[src/rtl/conv_stream_engine.sv]
// KxK sliding-window convolution engine: column window, 2-stage multiply/sum pipeline,
// saturate/wrap reduction and a credit-protected result FIFO with valid/ready output.
module conv_stream_engine #(
    parameter int K          = 3,
    parameter int DATA_W     = 4,
    parameter int RES_W      = 16,
    parameter int FIFO_DEPTH = 4
) (
    input  logic                          clk,
    input  logic                          n_rst,
    input  logic                          clear,
    input  logic                          coeff_wr,
    input  logic [$clog2(K*K)-1:0]        coeff_idx,
    input  logic [DATA_W-1:0]             coeff_data,
    output logic                          coeff_err,
    input  logic                          col_valid,
    output logic                          col_ready,
    input  logic [K*DATA_W-1:0]           col_data,
    input  logic                          new_row,
    input  logic                          sat_en,
    output logic                          res_valid,
    input  logic                          res_ready,
    output logic [RES_W-1:0]              res_data,
    output logic [$clog2(FIFO_DEPTH):0]   res_count,
    output logic                          busy
);

    localparam int NC     = K * K;
    localparam int IDX_W  = $clog2(NC);
    localparam int PROD_W = 2 * DATA_W + 1;
    localparam int ACC_W  = PROD_W + $clog2(NC);
    localparam int SUM_W  = (ACC_W > RES_W) ? ACC_W : RES_W;
    localparam int FILL_W = $clog2(K + 1);
    localparam int PTR_W  = $clog2(FIFO_DEPTH);
    localparam int CNT_W  = PTR_W + 1;

    logic [K*DATA_W-1:0]      win [K];
    logic [FILL_W-1:0]        fill;
    logic [FILL_W-1:0]        fill_nxt;
    logic                     s1_valid;
    logic                     s2_valid;
    logic                     s2_sat;
    logic signed [PROD_W-1:0] prod [NC];
    logic [DATA_W-1:0]        coeff [NC];
    logic signed [SUM_W-1:0]  acc;
    logic signed [SUM_W-1:0]  max_v;
    logic signed [SUM_W-1:0]  min_v;
    logic [RES_W-1:0]         reduced;
    logic [RES_W-1:0]         mem [FIFO_DEPTH];
    logic [PTR_W-1:0]         wr_ptr;
    logic [PTR_W-1:0]         rd_ptr;
    logic [CNT_W-1:0]         count;
    logic [RES_W-1:0]         hold_q;
    logic [CNT_W:0]           credit;
    logic                     accept;
    logic                     coeff_ok;
    logic                     push;
    logic                     pop;

    // Sample is unsigned, coefficient signed; both widened so the product is exact.
    function automatic logic signed [PROD_W-1:0] mul(input logic [DATA_W-1:0] s,
                                                     input logic [DATA_W-1:0] c);
        logic signed [PROD_W-1:0] a;
        logic signed [PROD_W-1:0] b;
        a = $signed({{(PROD_W-DATA_W){1'b0}}, s});
        b = $signed({{(PROD_W-DATA_W){c[DATA_W-1]}}, c});
        return a * b;
    endfunction

    // In-flight stages are charged against FIFO space even before the window is full.
    assign credit    = {1'b0, count} + (CNT_W+1)'(s1_valid) + (CNT_W+1)'(s2_valid);
    assign col_ready = credit < (CNT_W+1)'(FIFO_DEPTH);
    assign accept    = col_valid & col_ready;
    assign busy      = s1_valid | s2_valid;
    assign coeff_ok  = coeff_wr & ~busy & ~accept & ({1'b0, coeff_idx} < (IDX_W+1)'(NC));
    assign push      = s2_valid & ~clear;
    assign pop       = (count != '0) & res_ready & ~clear;
    assign res_valid = (count != '0);
    assign res_count = count;
    assign res_data  = (count == '0) ? hold_q : mem[rd_ptr];

    always_comb begin
        fill_nxt = fill;
        if (new_row)
            fill_nxt = FILL_W'(1);
        else if (fill != FILL_W'(K))
            fill_nxt = fill + 1'b1;
    end

    always_ff @(posedge clk or negedge n_rst) begin
        if (!n_rst) begin
            for (int j = 0; j < K; j++) win[j] <= '0;
            fill     <= '0;
            s1_valid <= 1'b0;
        end else begin
            if (accept) begin
                win[0] <= col_data;
                for (int j = 1; j < K; j++) win[j] <= win[j-1];
            end
            s1_valid <= accept & ~clear & (fill_nxt == FILL_W'(K));
            if (clear)
                fill <= '0;
            else if (accept)
                fill <= fill_nxt;
        end
    end

    always_ff @(posedge clk or negedge n_rst) begin
        if (!n_rst) begin
            for (int i = 0; i < NC; i++) prod[i] <= '0;
            s2_valid <= 1'b0;
            s2_sat   <= 1'b0;
        end else begin
            s2_valid <= s1_valid & ~clear;
            if (s1_valid) begin
                s2_sat <= sat_en;
                for (int r = 0; r < K; r++)
                    for (int j = 0; j < K; j++)
                        prod[r*K+j] <= mul(win[j][r*DATA_W +: DATA_W], coeff[r*K+j]);
            end
        end
    end

    always_comb begin
        acc = '0;
        for (int i = 0; i < NC; i++)
            acc = acc + {{(SUM_W-PROD_W){prod[i][PROD_W-1]}}, prod[i]};
        max_v = '0;
        max_v[RES_W-2:0] = '1;
        min_v = '1;
        min_v[RES_W-2:0] = '0;
        if (s2_sat && (acc > max_v))
            reduced = max_v[RES_W-1:0];
        else if (s2_sat && (acc < min_v))
            reduced = min_v[RES_W-1:0];
        else
            reduced = acc[RES_W-1:0];
    end

    always_ff @(posedge clk or negedge n_rst) begin
        if (!n_rst) begin
            for (int i = 0; i < NC; i++) coeff[i] <= '0;
            coeff_err <= 1'b0;
        end else begin
            coeff_err <= coeff_wr & ~coeff_ok;
            if (coeff_ok)
                coeff[coeff_idx] <= coeff_data;
        end
    end

    // hold_q tracks the visible output so res_data stays put once the FIFO drains or is cleared.
    always_ff @(posedge clk or negedge n_rst) begin
        if (!n_rst) begin
            for (int i = 0; i < FIFO_DEPTH; i++) mem[i] <= '0;
            wr_ptr <= '0;
            rd_ptr <= '0;
            count  <= '0;
            hold_q <= '0;
        end else begin
            hold_q <= res_data;
            if (clear) begin
                wr_ptr <= '0;
                rd_ptr <= '0;
                count  <= '0;
            end else begin
                if (push) begin
                    mem[wr_ptr] <= reduced;
                    wr_ptr      <= wr_ptr + 1'b1;
                end
                if (pop)
                    rd_ptr <= rd_ptr + 1'b1;
                case ({push, pop})
                    2'b10:   count <= count + 1'b1;
                    2'b01:   count <= count - 1'b1;
                    default: count <= count;
                endcase
            end
        end
    end

endmodule
[config.mk]
export PLATFORM = sky130hd
export DESIGN_NAME = conv_stream_engine
export DESIGN_NICKNAME = d
export VERILOG_FILES = /design/src/rtl/conv_stream_engine.sv
export SDC_FILE = /design/constraint.sdc
export NUM_CORES = 1
export LEC_CHECK = 0
export ABC_AREA = 1
export ABC_CLOCK_PERIOD_IN_PS = 4800
export BUFFER_PORTS_ARGS = -buffer_cell sky130_fd_sc_hd__buf_2
export CAP_MARGIN = 20
export CORE_ASPECT_RATIO = 1.4
export CORE_MARGIN = 3
export CORE_UTILIZATION = 45
export DETAILED_ROUTE_END_ITERATION = 10
export GPL_TIMING_DRIVEN = 1
export PLACE_DENSITY = 0.66
export SYNTH_ARGS = -nofsm -noshare
export SYNTH_HDL_FRONTEND = slang
export SYNTH_SLANG_ARGS = --single-unit
[constraint.sdc]
create_clock -name clk -period 4.8 [get_ports clk]
set_input_delay 0.24 -clock clk [delete_from_list [all_inputs] [get_ports clk]]
set_output_delay 0.24 -clock clk [all_outputs]
set_load 0.05 [all_outputs]
# [After elaboration in Yosys (flattened, before gate mapping)]
# Index checks and enable logic that the tools add are counted.
[totals] word_cells=123 regBits=246 out_inout_bits=23 in_bits=28
[classes] reduce_logical=11 n_eq_ne=4 add_sub_neg=15 order_cmp=9 bitwise=19 n_mul=9 muxes=22
[ops] op="2-to-1 mux 16 bit" n=6
[ops] op="multiplier 5 x 4 -> 9 bit" n=9
[ops] op="bitwise mux 64 bit" n=1
[ops] op="bitwise mux 36 bit" n=1
[ops] op="binary-select mux 16 bit (select 2 bit)" n=1
[ops] op="demux 16 bit (select 2 bit)" n=1
[ops] op="adder 15 x 9 -> 16 bit" n=1
[ops] op="adder 16 bit" n=1
[ops] op="demux 4 bit (select 4 bit)" n=1
[ops] op="> comparator 16 bit (second input constant)" n=1
[ops] op="less-than comparator 16 bit (second input constant)" n=1
[ops] op="2-to-1 mux 2 bit" n=8
[ops] op="adder 14 x 9 -> 15 bit" n=1
[ops] op="adder 13 x 9 -> 14 bit" n=1
[ops] op="adder 12 x 9 -> 13 bit" n=1
[ops] op="adder 11 x 9 -> 12 bit" n=1
[ops] op="adder 10 x 9 -> 11 bit" n=1
[ops] op="AND 1 bit" n=11
[ops] op="adder 9 x 9 -> 10 bit" n=1
[ops] op="adder 2 x 1 -> 2 bit (second input constant)" n=3
[ops] op=">= comparator 3 bit (second input constant)" n=2
[ops] op="inverter 2 -> 3 bit" n=2
[ops] op="one-hot mux 3 bit (2 select lines)" n=1
[ops] op="nonzero test 2 bit" n=3
[ops] op="other kinds (21)" n=29

# [Longest topological paths before layout]
[logic_depth] depth_word=13 mapped_depth=21 ltp_nobuf=21

# [Least setup slack after synthesis]
# Ideal clock, no wire load.
[synth_path] kind="reg-to-reg" from="reg prod[2] (netlist name)" to="reg mem[10] (netlist name)" stages_incl_launch_ff=20 n_path_buf=0 setup_slack_ns=0.878 setup_ns=0.065 t_arrival_ns=3.856 required_time_ns=4.735 period_less_slack_ns=3.922 cell_sequence="dfrtp_1 inv_1 fa_1 inv_1 fa_1 fa_1 inv_1 fa_1 inv_1 ha_1 inv_1 fa_1 inv_1 nand3_1 nand2_1 nand2_1 nand2_1 xor2_1 nand2_1 nand2_1"
[synth_between] elab_chain_cells=6 word_cells_on_any_way=8 classes_between="1 x add/sub; 2 x order compare; 3 x mux; 2 x reduce/logical"
[synth_rtl] item="from (decl)" line_no="43" source="logic signed [PROD_W-1:0] prod [NC];"
[synth_rtl] item="from (signal, indexed assignment)" line_no="119" source="prod[r*K+j] <= mul(win[j][r*DATA_W +: DATA_W], coeff[r*K+j]);"
[synth_rtl] item="adder 16 bit *" line_no="127" source="acc = acc + {{(SUM_W-PROD_W){prod[i][PROD_W-1]}}, prod[i]};"
[synth_rtl] item="less-than comparator 16 bit" line_no="134" source="else if (s2_sat && (acc < min_v))"
[synth_rtl] item="logical AND 1 bit" line_no="134"
[synth_rtl] item="2-to-1 mux 16 bit" line_no="134"
[synth_rtl] item="2-to-1 mux 16 bit *" line_no="132" source="if (s2_sat && (acc > max_v))"
[synth_rtl] item="bitwise mux 64 bit *" line_no="167" source="mem[wr_ptr] <= reduced;"
[synth_rtl] item="to (signal, indexed assignment)" line_no="167"
[synth_rtl] item="to (decl)" line_no="49" source="logic [RES_W-1:0] mem [FIFO_DEPTH];"
# Mark *: on every way between the ends. The rest lies on a longest branch, timed or not.
# A chain may end at the register's enable or synchronous reset.

# [Worst setup path after layout]
[layout_path] from="reg prod[2] (netlist name)" to="reg mem[26] (netlist name)"
# The elaborated chain is that of the path after synthesis.

==> flow_metrics.py <==
metrics = {
    "clock_network": {
        "cts_buffers": 26,
        "postCtsSetupBuffers": 0,
        "cts_resized": 0,
        "worstSkewPairLatency_ns": 0.54,
        "tritoncts": "done",
        "cts_buffer_depth": 3,
        "clock-sinks": 245,
        "clk_pin_slew_ns": 0.06,
        "cts-htree-levels": 1,
        "root_buffer": "clkbuf_16",
    },
    "place": {
        "post-dp-hpwl_um": 28400,
        "io_buffers": 49,
        "gp_congestion": 0.847,
    },
    "critical_path": {
        "arrival_ns": 4.72,
        "cp_num_buf_inv": 6,
        "worstSetupStartpointType": "flop",
        "cp.required_ns": 5.28,
        "crit_family": "adder cells",
        "max_stage_delay_ns": 0.55,
        "critPathKind": "flop to flop",
        "cp_common_cell": "inv_1",
        "crit_path_top_delay_cell": "fa_1",
        "cp-end-kind": "flop",
        "cp_cell_sequence": "inv_1, fa_1, inv_1, fa_1, fa_1, inv_1, fa_1, inv_1, ha_1, inv_1, fa_1, inv_1, nand3_1, nand2_1, nand2_1, nand2_1, xor2_1, nand2_1, nand2_1",
        "path_max_fanout": 4,
    },
    "flow_run": {
        "cap_violations": 0,
    },
    "timing": {
        "achievable-frequency_ghz": 0.236,
        "relSlewSlack": 0.385,
        "final.setup.tns_ns": 0,
        "setup_viol": 0,
        "slew_violations": 0,
        "fin_crit_ns": 4.24,
        "worst_slew_pin_slew_ns": 0.922,
        "rsz0062_at_grt": "no",
        "skew_ns": 0.00825,
        "min_period_over_period": 0.883,
        "hold_viol_final": 0,
    },
    "synth": {
        "synth_seq_cells": 245,
        "synth_top_family_by_area": "adder cells",
        "synthTopCellsByCount": "nand2_1, inv_1, dfrtp_1",
        "synth_ff_type": "dfrtp_1",
        "synth.net_count": 2345,
        "synth_edf_count": 0,
        "post-synth-top-area-cell": "dfrtp_1",
        "ys_seq_area_frac": 0.360,
        "synth-compound-area-share": 0.0821,
        "synth_xor_area_frac": 0.00824,
        "synth.avg_cell_area_um2": 8.37,
        "syn_inst": 2033,
        "synth-simple-area-share": 0.197,
        "ys_async_sr_fraction": 1.00,
        "synthMuxAreaShare": 0,
        "synth_warnings": 0,
        "synth_top_area_frac": 0.360,
        "yosysUniqueCellTypes": 33,
        "netlist_top_cells_area": "dfrtp_1, fa_1, ha_1, nand2_1, inv_1",
        "netlist_area_um2": 17000,
        "synthAdderAreaFrac": 0.258,
        "yosysMostFrequentCell": "nand2_1",
    },
    "floorplan": {
        "io_pins": 51,
        "coreArea_um2": 37000,
        "die_height_um": 236,
        "die_x_um": 170,
        "initial_core_util": 0.460,
        "fp.dieArea_um2": 40200,
        "rows": 83,
    },
    "global_routing": {
        "grt_use_total": 0.195,
        "grt_pass1_wl_um": 64300,
        "gr-total-overflow": 0,
        "antenna_found_initial": 0,
        "grt_max_degree": 107,
        "grt_pass1_vias": 13000,
    },
    "power": {
        "fin_total_pwr_uw": 12700,
        "p_per_area_nw_per_um2": 676,
        "p_leak_uw": 0.0106,
        "vdd_drop_max_mv": 0.456,
    },
    "final_layout": {
        "drive_gt1_frac": 0.0580,
        "multi_input_area_um2": 9290,
        "synthToLayoutAreaGrowth_pct": 10.1,
        "regArea_um2": 6130,
        "diodes": 0,
        "postLayoutCoreUtil": 0.506,
        "filler_cell_count": 3569,
        "fin_nets": 2400,
    },
    "detailed_routing": {
        "dr_total_vias": 12900,
        "drt_pass1_iterations": 5,
        "wire_per_inst_um": 14.7,
        "drt_iter0_markers": 819,
        "drt_wl_total_um": 37700,
        "viasPerCell": 5.02,
        "drc_errors": 0,
        "ant_nets": 0,
    },
    "hold_path": {
        "min_path_type": "primary input to flop",
    },
    "status": {
        "status": "finished, final reports clean",
    },
}
## cell type report
type / instances / share of cell area
Multi-Input combinational cell: 1374 / 0.496
Sequential cell: 245 / 0.328
Inverter: 367 / 0.0736
Clock buffer: 37 / 0.0402
Tap cell: 467 / 0.0312
Timing Repair Buffer: 74 / 0.0265
Clock inverter: 8 / 0.00495
## path summary, 6_finish.rpt
path | from | endpoint | slack (ns) | cells past startpoint
max | prod[2] | mem[26] | 0.56 | 19
min | res_ready | rd_ptr[0] | 0.04 | 3
max reg2reg | prod[2] | mem[26] | 0.56 | 19
min reg2reg | mem[44] | mem[44] | 0.47 | 2
max in group asynchronous | n_rst | s1_valid | 3.34 | 3
min in group asynchronous | n_rst | hold_q[9] | 0.30 | 2
## worst reg2reg max path, delay by kind of cell (launching register included)
| kind | cells | cell delay (ns) |
|---|---|---|
| buffers and inverters | 6 | 0.40 |
| AND/OR/NAND/NOR | 6 | 0.53 |
| flip-flops | 1 | 0.32 |
| adder cells (fa/ha/maj) | 6 | 2.63 |
| XOR/XNOR | 1 | 0.31 |
## cell usage in the layout (no fill, tap or decap), drive strengths merged
| master | Yosys | layout |
|---|---|---|
| a21boi | 1 | 1 |
| a21o | 10 | 10 |
| a21oi | 37 | 37 |
| a31oi | 16 | 16 |
| buf | 15 | 58 |
| bufinv | 0 | 2 |
| clkbuf | 32 | 37 |
| clkinv | 2 | 7 |
| clkinvlp | 0 | 1 |
| dfrtp | 245 | 245 |
| dlygate4sd3 | 0 | 16 |
| fa | 112 | 112 |
| ha | 172 | 172 |
| inv | 365 | 365 |
| nand2 | 569 | 569 |
| nand3 | 69 | 69 |
| nand3b | 2 | 2 |
| nand4 | 21 | 21 |
| nor2 | 133 | 133 |
| nor3 | 10 | 10 |
| o21ai | 195 | 195 |
| o22ai | 3 | 3 |
| o31ai | 1 | 1 |
| or2 | 7 | 7 |
| xnor2 | 12 | 12 |
| xor2 | 4 | 4 |
## cells by family (layout without fill, tap and decap cells)
family,count (synthesis),in the layout
adders and majority gates,284,284
DFF,245,245
AOI/OAI and AO/OA,263,263
and+or+nand+nor,811,811
xor gates and xnor gates,16,16
buffers and inverters,414,486
## flip-flops by register name (all words and copies together) (netlist names)
signal     cells
rd_ptr         2
coeff_err      1
s1_valid       1
res_count      3
win           36
fill           2
hold_q        16
s2_valid       1
wr_ptr         2
mem           64
coeff         36
prod          81
## through the flow
step                setup slack (ns)  area [um^2]  instances  hold WS [ns]
floorplan                      0.878        17000       2033       -0.0556
global placement               0.539        17700       2511         0.298
detailed placement             0.539        17700       2511         0.302
CTS                            0.526        18700       2572        0.0149
global route                   0.281        18700       2572        0.0590
finish                         0.562        18700       2572        0.0401
## repair_timing
item | 4_1_cts | 5_1_grt
setup endpoints to repair | 0 | 0
hold buffers | 16 | 0
hold endpoints to repair | 107 | 0
## metal layers
metal	GRT usage	up-vias	wire length, um
li1	-	6442	-
met2	0.342	213	18800
met1	0.253	6188	16400
met4	0.0681	0	1320
met5	0	-	0
met3	0.0181	71	1200
## power by group
group	total, uW	switching [uW]	internal (uW)
clock network	2010	821	1190
registers	3070	493	2570
logic	7580	5020	2560
total	12700	6340	6320
Power figures use the tool's default switching activity.
